`src/rtl/uart_rx_sampler.sv`:
```
// ---------------------------------------------------------------------------
// uart_rx_sampler
//   Receive side of the board UART. Recovers bytes from the asynchronous rx
//   pin using 16x oversampling, a 2-FF synchroniser and mid-bit sampling.
//   It checks start-bit validity and framing. Each good byte is presented on
//   rx_data with a one-cycle rx_valid pulse and is mirrored on the LEDs.
//
//   Build option: define UART_RX_PARITY_EN to receive 8E1 frames with an
//   even-parity check. Leave it undefined for plain 8N1, where parity_err is
//   tied low.
//
// Ports
//   clk         system clock
//   rst         synchronous, active-high reset
//   rx          asynchronous serial input, idle high
//   rx_data     last good byte, held until the next rx_valid
//   rx_valid    1-cycle pulse: rx_data updated this cycle
//   frame_err   1-cycle pulse: stop bit sampled low
//   parity_err  1-cycle pulse: parity mismatch (0 without UART_RX_PARITY_EN)
//   busy        high from start-bit detect until return to IDLE
//   led         mirrors rx_data
// ---------------------------------------------------------------------------
module uart_rx_sampler #(
    parameter int CLOCK_FREQ = 100_000_000,
    parameter int BAUD_RATE  = 9600,
    parameter int OS_DIV     = CLOCK_FREQ / (BAUD_RATE * 16)
) (
    input  logic       clk,
    input  logic       rst,
    input  logic       rx,
    output logic [7:0] rx_data,
    output logic       rx_valid,
    output logic       frame_err,
    output logic       parity_err,
    output logic       busy,
    output logic [7:0] led
);

    localparam int TW = (OS_DIV > 1) ? $clog2(OS_DIV) : 1;
    localparam logic [TW-1:0] TICK_LAST = TW'(OS_DIV - 1);

    typedef enum logic [2:0] {
        IDLE,
        START,
        DATA,
        PARITY,
        STOP,
        WAIT_HIGH
    } state_t;

    logic [TW-1:0] tick_cnt;
    logic          tick;
    logic          sync_ff;
    logic          rx_s;
    logic          rx_prev;

    state_t        state, state_next;
    logic [3:0]    os_cnt, os_cnt_next;
    logic [2:0]    bit_idx, bit_idx_next;
    logic [7:0]    shift, shift_next;
    logic          valid_next;
    logic          ferr_next;

    assign tick = (tick_cnt == TICK_LAST);
    assign busy = (state != IDLE);
    assign led  = rx_data;

    // Free-running oversample tick generator.
    always_ff @(posedge clk) begin
        if (rst) begin
            tick_cnt <= '0;
        end else if (tick) begin
            tick_cnt <= '0;
        end else begin
            tick_cnt <= tick_cnt + 1'b1;
        end
    end

    // Synchroniser resets to idle-high. rx_prev resets low, so a line held
    // low through reset must be seen high before a start edge can count.
    always_ff @(posedge clk) begin
        if (rst) begin
            sync_ff <= 1'b1;
            rx_s    <= 1'b1;
            rx_prev <= 1'b0;
        end else begin
            sync_ff <= rx;
            rx_s    <= sync_ff;
            if (tick) begin
                rx_prev <= rx_s;
            end
        end
    end

`ifdef UART_RX_PARITY_EN
    logic parity_bad, parity_bad_next;
    logic perr_next;
`endif

    // State and datapath registers.
    always_ff @(posedge clk) begin
        if (rst) begin
            state     <= IDLE;
            os_cnt    <= '0;
            bit_idx   <= '0;
            shift     <= '0;
            rx_data   <= '0;
            rx_valid  <= 1'b0;
            frame_err <= 1'b0;
        end else begin
            state     <= state_next;
            os_cnt    <= os_cnt_next;
            bit_idx   <= bit_idx_next;
            shift     <= shift_next;
            rx_valid  <= valid_next;
            frame_err <= ferr_next;
            if (valid_next) begin
                rx_data <= shift;
            end
        end
    end

`ifdef UART_RX_PARITY_EN
    always_ff @(posedge clk) begin
        if (rst) begin
            parity_bad <= 1'b0;
            parity_err <= 1'b0;
        end else begin
            parity_bad <= parity_bad_next;
            parity_err <= perr_next;
        end
    end
`else
    assign parity_err = 1'b0;
`endif

    // Next-state logic; everything advances only on an oversample tick.
    always_comb begin
        state_next   = state;
        os_cnt_next  = os_cnt;
        bit_idx_next = bit_idx;
        shift_next   = shift;
        valid_next   = 1'b0;
        ferr_next    = 1'b0;
`ifdef UART_RX_PARITY_EN
        parity_bad_next = parity_bad;
        perr_next       = 1'b0;
`endif
        if (tick) begin
            case (state)
                IDLE: begin
                    if (rx_prev && !rx_s) begin
                        state_next  = START;
                        os_cnt_next = '0;
                    end
                end
                START: begin
                    // Re-check the line half a bit after the edge to reject glitches.
                    if (os_cnt == 4'd7) begin
                        if (rx_s) begin
                            state_next = IDLE;
                        end else begin
                            state_next   = DATA;
                            os_cnt_next  = '0;
                            bit_idx_next = '0;
                        end
                    end else begin
                        os_cnt_next = os_cnt + 1'b1;
                    end
                end
                DATA: begin
                    if (os_cnt == 4'd15) begin
                        shift_next  = {rx_s, shift[7:1]};
                        os_cnt_next = '0;
                        if (bit_idx == 3'd7) begin
                            bit_idx_next = '0;
`ifdef UART_RX_PARITY_EN
                            state_next = PARITY;
`else
                            state_next = STOP;
`endif
                        end else begin
                            bit_idx_next = bit_idx + 3'd1;
                        end
                    end else begin
                        os_cnt_next = os_cnt + 1'b1;
                    end
                end
`ifdef UART_RX_PARITY_EN
                PARITY: begin
                    if (os_cnt == 4'd15) begin
                        parity_bad_next = (rx_s != ^shift);
                        os_cnt_next     = '0;
                        state_next      = STOP;
                    end else begin
                        os_cnt_next = os_cnt + 1'b1;
                    end
                end
`endif
                STOP: begin
                    // Leaving mid stop bit lets a back-to-back start edge be caught.
                    if (os_cnt == 4'd15) begin
                        os_cnt_next = '0;
                        if (rx_s) begin
                            state_next = IDLE;
`ifdef UART_RX_PARITY_EN
                            if (parity_bad) begin
                                perr_next = 1'b1;
                            end else begin
                                valid_next = 1'b1;
                            end
`else
                            valid_next = 1'b1;
`endif
                        end else begin
                            ferr_next  = 1'b1;
                            state_next = WAIT_HIGH;
                        end
                    end else begin
                        os_cnt_next = os_cnt + 1'b1;
                    end
                end
                WAIT_HIGH: begin
                    // A break or garbage is not re-framed until the line recovers.
                    if (rx_s) begin
                        state_next = IDLE;
                    end
                end
                default: begin
                    state_next = IDLE;
                end
            endcase
        end
    end

endmodule

```
`config.mk`:
```
export PLATFORM = sky130hd
export DESIGN_NAME = uart_rx_sampler
export DESIGN_NICKNAME = d
export VERILOG_FILES = /design/src/rtl/uart_rx_sampler.sv
export SDC_FILE = /design/constraint.sdc
export NUM_CORES = 1
export LEC_CHECK = 0
export CAP_MARGIN = 20
export CORE_MARGIN = 2
export CORE_UTILIZATION = 35
export CTS_BUF_LIST = sky130_fd_sc_hd__clkbuf_4 sky130_fd_sc_hd__clkbuf_8
export CTS_CLUSTER_SIZE = 30
export DETAILED_ROUTE_END_ITERATION = 10
export SETUP_SLACK_MARGIN = 0.2
export SLEW_MARGIN = 20
export SYNTH_ARGS = -nofsm -noshare
export SYNTH_HDL_FRONTEND = slang
export SYNTH_SLANG_ARGS = --single-unit
```
`constraint.sdc`:
```
create_clock -name clk -period 3.7 [get_ports clk]
set_clock_uncertainty 0.05 [all_clocks]
set_input_delay 0.74 -clock clk [delete_from_list [all_inputs] [get_ports clk]]
set_output_delay 0.74 -clock clk [all_outputs]
set_load 0.01 [all_outputs]
```
==> results by group, run 1 <==
Synth
  • Mux cell area share after synthesis: 0.0898
  • FF+latch count, synth: 41
  • Post-Synth Simple-Gate Area: 0.235
  • Largest family of logic cells by synthesized area: simple AND/OR/NAND/NOR gates
  • Async S/R FF share, synth: 0
  • Synth Warn #: 0
  • Syn_nets: 216
  • Synth Area in Compound Gates: 0.0938
  • Dominant synthesized flop cell: dfxtp_1
  • Sequential area share after synthesis: 0.433
  • Top post-synthesis cells by area: dfxtp_1 (43%), mux2i_1 (9.0%), nor2_1 (6.9%)
  • Synth Area in XOR/XNOR: 0.0370
  • Cells after synthesis: 208
  • Area fraction of the dominant cell type after synthesis: 0.433
  • Mapped Area: 1890 um2
  • Area leader, netlist: dfxtp_1
  • Synth unique cells: 43
  • Syn Area/Cell: 9.11 um2
  • Post-Synth Adder-Cell Area: 0.0383
  • Number of flops mapped to enable cells by yosys: 0

Routing
  • Vias after detailed routing: 1,421
  • WL per Instance: 11.9 um
  • Drt pass-1 iters: 4
  • Remaining DRCs: 0
  • Antenna-violating nets left: 0
  • DR vias/cell: 4.90
  • Routed Wire Length: 3450 um
  • DR iter-0 viols: 70

STA
  • Final Setup Violations: 0
  • Worst-margin pin slew: 0.610 ns
  • Final Hold Fails: 0
  • Slew headroom: 0.592
  • Fmax: 0.418 GHz
  • Setup TNS: 0 ns
  • Fin. max-slew vios: 0
  • Worst hold slack: 0.360 ns
  • Final period util: 0.646
  • Final min period: 2.39 ns
  • Unrepaired setup endpoints after global routing: no

Final layout
  • Commonest non-fill, non-tap cell in the layout: dfxtp_1
  • # nets final: 227
  • FILL cells: 541
  • Share of layout cells above drive strength 1: 0.0773
  • Area delta synth->final: 15.0%
  • Commonest cells after routing, fill and taps aside: dfxtp_1 (41), nor2_1 (35), clkdlybuf4s50_1 (21), mux2i_1 (17), nand2_1 (13)
  • Antenna cells: 0
  • Design area: 2180 um2

Power
  • Psw: 161 uW
  • Clock Power Share: 0.377
  • Flop pwr share: 0.599
  • Switching share of power: 0.214
  • Cell Pwr Density: 344 nW/um2
  • LEAKAGE: 0.789 nW
  • Combinational power share: 0.023
  • Total internal power: 589 uW
  • Maximum VDD drop: 0.242 mV

Setup path
  • Worst r2r src: os_cnt[0]
  • CP startpoint: state[1]
  • Reg2reg setup slack: 1.54 ns
  • CP top delay family: flip-flops
  • Critical Path, Cell by Cell: or3_1, clkdlybuf4s50_1
  • Worst Path Max Fanout: 15
  • CP max-delay cell: dfxtp_1
  • Crit path DAT: 1.60 ns
  • Req. time, crit path: 2.91 ns
  • Worst path depth: 2
  • Crit Path Class: flip-flop to output port
  • CP Launch Type: flip-flop
  • Reg2Reg Depth: 6
  • CP Capture Type: output port
  • Worst reg2reg path endpoint: led[2]
  • Slowest stage delay, CP: 0.60 ns
  • Setup crit end: busy
  • CP Buf/Inv Count: 1

Global routing
  • Number of global-route vias before repair: 1,336
  • Largest net degree at the start of global routing: 18
  • Global-route wire length before repair: 6210 um
  • Initial antenna violation count: 0
  • Total global routing overflow: 0
  • Total GRT Usage: 0.128

Clocking
  • Resized Gates After CTS: 0
  • CTS sink cnt: 41
  • Clock buffer count from CTS: 5
  • # hold bufs at CTS: 0
  • CTS tree: yes
  • Root Driver: clkbuf_8
  • Clk slew on worst S/H paths: 0.07 ns
  • Clock buffer depth: 2
  • Worst-Skew Late Latency: 0.29 ns
  • Post-CTS Setup Inserts: 0
  • H-tree depth: 2

Die
  • # rows: 26
  • Starting Density: 0.366
  • Die W: 77.6 um
  • Overall die area: 6020 um2
  • Die height: 77.6 um
  • Ports: 23
  • CORE AREA: 5170 um2

Status
  • Status: completed

Worst hold path
  • Worst hold path class: flip-flop to flip-flop

Flow run
  • Max-Cap Viols: 0

Placement
  • Placed Area: 2090 um2
  • Gpl congestion: 0.768
  • Port bufs: 21
  • Post-DP HPWL: 2450 um
-- stage by stage --
step	std cells	power [mW]	util	worst slack, ns
floorplan	208	0.471	-	1.86
global placement	282	0.477	0.404	1.37
detailed placement	282	0.477	0.404	1.31
CTS	290	0.762	0.421	1.31
global route	290	0.786	0.421	1.21
finish	290	0.749	0.421	1.31
-- how the worst min path moves through the flow --
stage,from,endpoint,slack [ns],cells after the start
floorplan,sync_ff,rx_s,0.34,1
global placement,sync_ff,rx_s,0.34,1
detailed placement,sync_ff,rx_s,0.34,1
CTS,sync_ff,rx_s,0.36,1
global route,sync_ff,rx_s,0.38,1
finish,sync_ff,rx_s,0.36,1
-- layer usage --
metal	wire length, um	up-vias	GRT usage
met2	1510	29	0.198
met5	0	-	0
met1	1730	662	0.170
met4	61	0	0.0429
li1	-	724	-
met3	142	6	0.0384
-- cells by family after synthesis --
| logic type | after synthesis |
|---|---|
| compound gates | 25 |
| xor+xnor | 8 |
| fa+ha+maj | 6 |
| buf+inv | 25 |
| flops | 41 |
| mux | 17 |
| other cells | 1 |
| simple gates | 85 |
-- synthesized netlist by cell type, types with 2 or more instances --
cell type	count
a21oi_1	11
a31oi_1	2
and2_1	3
and3_1	6
and4_1	2
buf_2	4
buf_4	9
clkbuf_1	4
dfxtp_1	41
ha_1	5
inv_1	7
mux2i_1	17
nand2_1	13
nand2b_1	3
nand3_1	7
nor2_1	35
o21ai_0	4
or2_2	2
or3_1	3
xnor2_1	5
xor2_1	3
-- area by class of cell --
| class | instances | area, um2 | area share |
|---|---|---|---|
| inverters | 7 | 26.3 | 0.0121 |
| well taps | 70 | 87.6 | 0.0402 |
| clock inverters | 2 | 10.0 | 0.00460 |
| multi-input cells | 142 | 940 | 0.431 |
| repair buffers | 22 | 218 | 0.0999 |
| flip-flops and latches | 41 | 821 | 0.377 |
| clock buffers | 6 | 76.3 | 0.0350 |
-- power groups by stage --
stage / logic (mW) / registers, mW / clock network, mW
2_1_floorplan: 0.0133 / 0.458 / 0
3_3_place_gp: 0.0170 / 0.460 / 0
3_5_place_dp: 0.0175 / 0.460 / 0
4_1_cts: 0.0177 / 0.449 / 0.295
5_1_grt: 0.0197 / 0.450 / 0.316
6_report: 0.0174 / 0.449 / 0.283
-- registers in the layout, indices dropped and copies added, names as in the netlist --
name	cells
frame_err	1
sync_ff	1
bit_idx	3
os_cnt	4
led	8
shift	8
rx_valid	1
state	3
rx_s	1
rx_prev	1
tick_cnt	10
Note: power is estimated with default switching activity, not from simulation.
==> run 2: changes to the inputs <==
clock period = 1.9 ns   (was 3.7 ns; I/O delays follow)
==> results by group, run 2 (same netlist as run 1, synthesis figures left out) <==
Setup path
  • CP Launch Type: flip-flop
  • Critical Path, Cell by Cell: inv_2, ha_4, and4bb_1, and4_4, buf_6, and3_4, clkbuf_16, mux2i_1, nor2_1
  • Req. time, crit path: 2.05 ns
  • Slowest stage delay, CP: 0.33 ns
  • Worst Path Max Fanout: 4
  • Crit Path Class: flip-flop to flip-flop
  • Setup crit end: led[6]
  • Reg2Reg Depth: 9
  • CP max-delay cell: dfxtp_2
  • Worst reg2reg path endpoint: led[6]
  • CP startpoint: tick_cnt[0]
  • Reg2reg setup slack: 0.08 ns
  • Worst r2r src: tick_cnt[0]
  • Crit path DAT: 1.97 ns
  • CP Capture Type: flip-flop

Die
  • Die W: 77.6 um
  • Starting Density: 0.366
  • Die height: 77.6 um
  • CORE AREA: 5170 um2
  • Ports: 23
  • # rows: 26
  • Overall die area: 6020 um2

Global routing
  • Number of global-route vias before repair: 1,357
  • Global-route wire length before repair: 6330 um
  • Initial antenna violation count: 0
  • Largest net degree at the start of global routing: 31
  • Total global routing overflow: 0
  • Total GRT Usage: 0.133

Routing
  • WL per Instance: 12.3 um
  • DR vias/cell: 4.86
  • Remaining DRCs: 0
  • Drt pass-1 iters: 4
  • Vias after detailed routing: 1,487
  • Antenna-violating nets left: 0
  • DR iter-0 viols: 67
  • Routed Wire Length: 3780 um

Clocking
  • Worst-Skew Late Latency: 0.30 ns
  • H-tree depth: 2
  • CTS tree: yes
  • Root Driver: clkbuf_8
  • Clk slew on worst S/H paths: 0.09 ns
  • Clock buffer depth: 2
  • CTS sink cnt: 41
  • # hold bufs at CTS: 0
  • Clock buffer count from CTS: 5

STA
  • Fmax: 0.549 GHz
  • Final Setup Violations: 0
  • Worst-margin pin slew: 0.542 ns
  • Final min period: 1.82 ns
  • Slew headroom: 0.635
  • Unrepaired setup endpoints after global routing: yes
  • Final Hold Fails: 0
  • Fin. max-slew vios: 0
  • Final period util: 0.958
  • Setup TNS: 0 ns

Final layout
  • # nets final: 243
  • Area delta synth->final: 32.7%
  • Antenna cells: 0
  • Share of layout cells above drive strength 1: 0.258
  • Largest Register: tick_cnt
  • Max reg flops: 10
  • Design area: 2510 um2
  • Commonest cells after routing, fill and taps aside: nor2_1 (34), dfxtp_1 (34), clkdlybuf4s50_1 (18), mux2i_1 (17), nand2_1 (12)

Placement
  • Post-DP HPWL: 2420 um
  • Gpl congestion: 0.841
  • Placed Area: 2190 um2
  • Port bufs: 21

Status
  • Status: completed

Power
  • Maximum VDD drop: 0.473 mV
  • Total power: 1.52 mW
  • Cell Pwr Density: 603 nW/um2
  • LEAKAGE: 0.943 nW

Worst hold path
  • Worst hold path class: flip-flop to flip-flop

Flow run
  • Max-Cap Viols: 0
==> run 2: cell types whose count changed in the layout (fill, tap and decap cells not counted), sizes merged <==
cell	previous run	this run
clkdlybuf4s50	21	18
dlymetal6s2s	0	2
inv	7	8
clkinv	2	1
clkbuf	6	7
clkinvlp	0	1
buf	1	16
==> run 2: final cells by class <==
cell class	instances	area (um2)
clock buffers	5	68.8
clock inverters	3	25.0
fillers	494	2660
inverters	7	26.3
multi-input cells	142	1070
flip-flops and latches	41	837
well taps	70	87.6
repair buffers	38	400
==> run 2: repair_timing <==
| action | in CTS | in global routing |
|---|---|---|
| setup buffers | 7 | 1 |
| gates cloned | 0 | 1 |
| pin swaps | 8 | 7 |
| setup endpoints to repair | 26 | 40 |
| gates resized for setup | 24 | 17 |
==> run 2: critical path: cells and delay by family, from the launching register on <==
family                   cells  cell delay, ns
multiplexers                 1            0.18
flip-flops                   1            0.33
buffers and inverters        3            0.32
AND/OR/NAND/NOR              4            0.74
adder cells (fa/ha/maj)      1            0.10
==> run 2: stage by stage <==
stage / hold slack [ns] / cells / utilization / setup WS, ns
6_report: 0.374 / 306 / 0.486 / 0.0799
5_1_grt: 0.412 / 306 / 0.486 / 0.0323
4_1_cts: 0.377 / 304 / 0.469 / 0.103
3_5_place_dp: 0.352 / 289 / 0.423 / 0.0349
3_3_place_gp: 0.346 / 289 / 0.423 / 0.0620
2_1_floorplan: 0.339 / 208 / - / 0.141
==> run 2: power by group <==
part / internal (mW) / total [mW] / leakage, nW / switching (mW)
Combinational: 0.0209 / 0.0490 / 0.564 / 0.0282
Sequential: 0.862 / 0.871 / 0.335 / 0.00843
Clock: 0.265 / 0.596 / 0.0447 / 0.331
==> run 2: worst min path at each step <==
| stage | start | to | slack [ns] | depth (start not counted) |
|---|---|---|---|---|
| after CTS | sync_ff | rx_s | 0.38 | 1 |
| after floorplan | sync_ff | rx_s | 0.34 | 1 |
| after global placement | sync_ff | rx_s | 0.35 | 1 |
| after detailed placement | sync_ff | rx_s | 0.35 | 1 |
| final | sync_ff | rx_s | 0.37 | 1 |
| after global routing | sync_ff | rx_s | 0.41 | 1 |
==> run 2: metal layers <==
layer  wire length, um  track usage
met1              1810        0.168
met2              1780        0.210
met3               116       0.0349
met4                77       0.0643
met5                 0            0
==> run 3: changes to the inputs <==
CORE_UTILIZATION = 40   (was 35)
PLACE_DENSITY = 0.74   (was default)
==> results by group, run 3 (same netlist as run 1, synthesis figures left out) <==
Power
  • Psw: 339 uW
  • Switching share of power: 0.223
  • Cell Pwr Density: 606 nW/um2
  • Total internal power: 1.18 mW
  • LEAKAGE: 0.923 nW
  • Maximum VDD drop: 0.516 mV
  • Combinational power share: 0.033
  • Flop pwr share: 0.575
  • Clock Power Share: 0.392
  • Total power: 1.52 mW

Final layout
  • Area delta synth->final: 32.4%
  • Share of layout cells above drive strength 1: 0.256
  • # nets final: 245
  • Commonest cells after routing, fill and taps aside: nor2_1 (35), dfxtp_1 (35), clkdlybuf4s50_1 (20), mux2i_1 (16), nand2_1 (13)
  • Layout Cells excl Fill: 292
  • FILL cells: 408
  • Largest Register: tick_cnt
  • Antenna cells: 0
  • Max reg flops: 10
  • Post-layout util: 0.542

Worst hold path
  • Worst hold path class: flip-flop to flip-flop
  • HP Start: sync_ff
  • Min-Delay Path Depth: 1
  • WHS Endpoint: rx_s

Routing
  • Remaining DRCs: 0
  • Drt pass-1 iters: 4
  • Antenna-violating nets left: 0
  • Vias after detailed routing: 1,529
  • DR iter-0 viols: 90
  • Routed Wire Length: 3910 um
  • DR vias/cell: 5.24
  • WL per Instance: 13.4 um

Clocking
  • Clock buffer count from CTS: 5
  • Clock buffer depth: 2
  • Worst-Skew Late Latency: 0.29 ns
  • CTS sink cnt: 41
  • CTS tree: yes
  • Root Driver: clkbuf_8
  • Clk slew on worst S/H paths: 0.08 ns
  • H-tree depth: 2

Die
  • Starting Density: 0.409
  • Die height: 72.8 um
  • Die W: 72.8 um
  • CORE AREA: 4630 um2
  • Overall die area: 5300 um2
  • # rows: 25
  • Ports: 23

Setup path
  • Crit Path Class: flip-flop to flip-flop
  • Reg2reg setup slack: 0.08 ns
  • Worst reg2reg path endpoint: led[2]
  • Reg2Reg Depth: 9
  • CP Launch Type: flip-flop
  • Req. time, crit path: 2.04 ns
  • Worst Path Max Fanout: 5
  • Crit path DAT: 1.95 ns
  • CP Capture Type: flip-flop
  • Worst r2r src: tick_cnt[0]

STA
  • Final min period: 1.82 ns
  • Final Setup Violations: 0
  • Worst-margin pin slew: 0.526 ns
  • Final Hold Fails: 0
  • Setup TNS: 0 ns
  • Final period util: 0.957
  • Fin. max-slew vios: 0
  • Fmax: 0.550 GHz
  • Slew headroom: 0.645
  • Unrepaired setup endpoints after global routing: yes

Global routing
  • Number of global-route vias before repair: 1,383
  • Total global routing overflow: 0
  • Total GRT Usage: 0.153
  • Global-route wire length before repair: 6330 um
  • Initial antenna violation count: 0
  • Largest net degree at the start of global routing: 31

Flow run
  • Max-Cap Viols: 0

Status
  • Status: completed

Placement
  • Port bufs: 21
  • Gpl congestion: 0.848
  • Post-DP HPWL: 2420 um
  • Placed Cells: 273
[run 3: changes by cell type in the layout (fill, tap and decap cells not counted), sizes merged]
cell | before | now
inv | 8 | 7
clkinvlp | 1 | 0
buf | 16 | 19
dlymetal6s2s | 2 | 0
clkdlybuf4s50 | 18 | 20
clkinv | 1 | 2
[run 3: worst max-delay path by stage]
stage | start | end
floorplan | os_cnt[0] | state[2]
global placement | os_cnt[0] | os_cnt[2]
detailed placement | os_cnt[0] | os_cnt[2]
CTS | tick_cnt[0] | bit_idx[0]
global route | tick_cnt[0] | led[2]
finish | tick_cnt[0] | led[2]
[run 3: area by class of cell]
| type | instances | area [um2] | share of cell area |
|---|---|---|---|
| multi-input cells | 142 | 1070 | 0.427 |
| flip-flops and latches | 41 | 831 | 0.331 |
| repair buffers | 40 | 417 | 0.166 |
| clock buffers | 6 | 82.6 | 0.0329 |
| well taps | 54 | 67.6 | 0.0269 |
| inverters | 7 | 26.3 | 0.0105 |
| clock inverters | 2 | 13.8 | 0.00549 |
[run 3: what timing repair did]
action,CTS,global route
gates cloned,1,0
setup endpoints to repair,27,28
resized for setup,27,11
pin swaps,8,7
hold buffers,0,0
setup buffers,7,3
[run 3: power by group through the flow]
stage | sequential, mW | combinational, mW | clock [mW]
2_1_floorplan | 0.891 | 0.0260 | 0
3_3_place_gp | 0.894 | 0.0378 | 0
3_5_place_dp | 0.895 | 0.0384 | 0
4_1_cts | 0.873 | 0.0497 | 0.616
5_1_grt | 0.875 | 0.0546 | 0.645
6_report | 0.874 | 0.0507 | 0.596
[run 3: metrics by stage]
step / hold slack (ns) / cell area (um2) / setup slack [ns]
final: 0.369 / 2510 / 0.0817
after global routing: 0.389 / 2510 / -0.00398
after CTS: 0.373 / 2440 / 0.105
after detailed placement: 0.352 / 2170 / -0.0124
after global placement: 0.342 / 2170 / 0.0741
after floorplan: 0.339 / 1900 / 0.141
[run 3: layer usage]
metal / vias up / wire length, um / track usage
li1: 761 / - / -
met1: 719 / 1710 / 0.186
met2: 41 / 1950 / 0.262
met3: 8 / 163 / 0.0387
met4: 0 / 78 / 0.0556
met5: - / 0 / 0
[run 3: critical path, cell delays in order (launching register included)]
cell and delay [ns]:
dfxtp_2 0.33, inv_2 0.05, ha_4 0.11, and4bb_1 0.23
and4_4 0.26, buf_6 0.10, and3_4 0.23, buf_12 0.13
mux2i_1 0.18, nor2_1 0.05
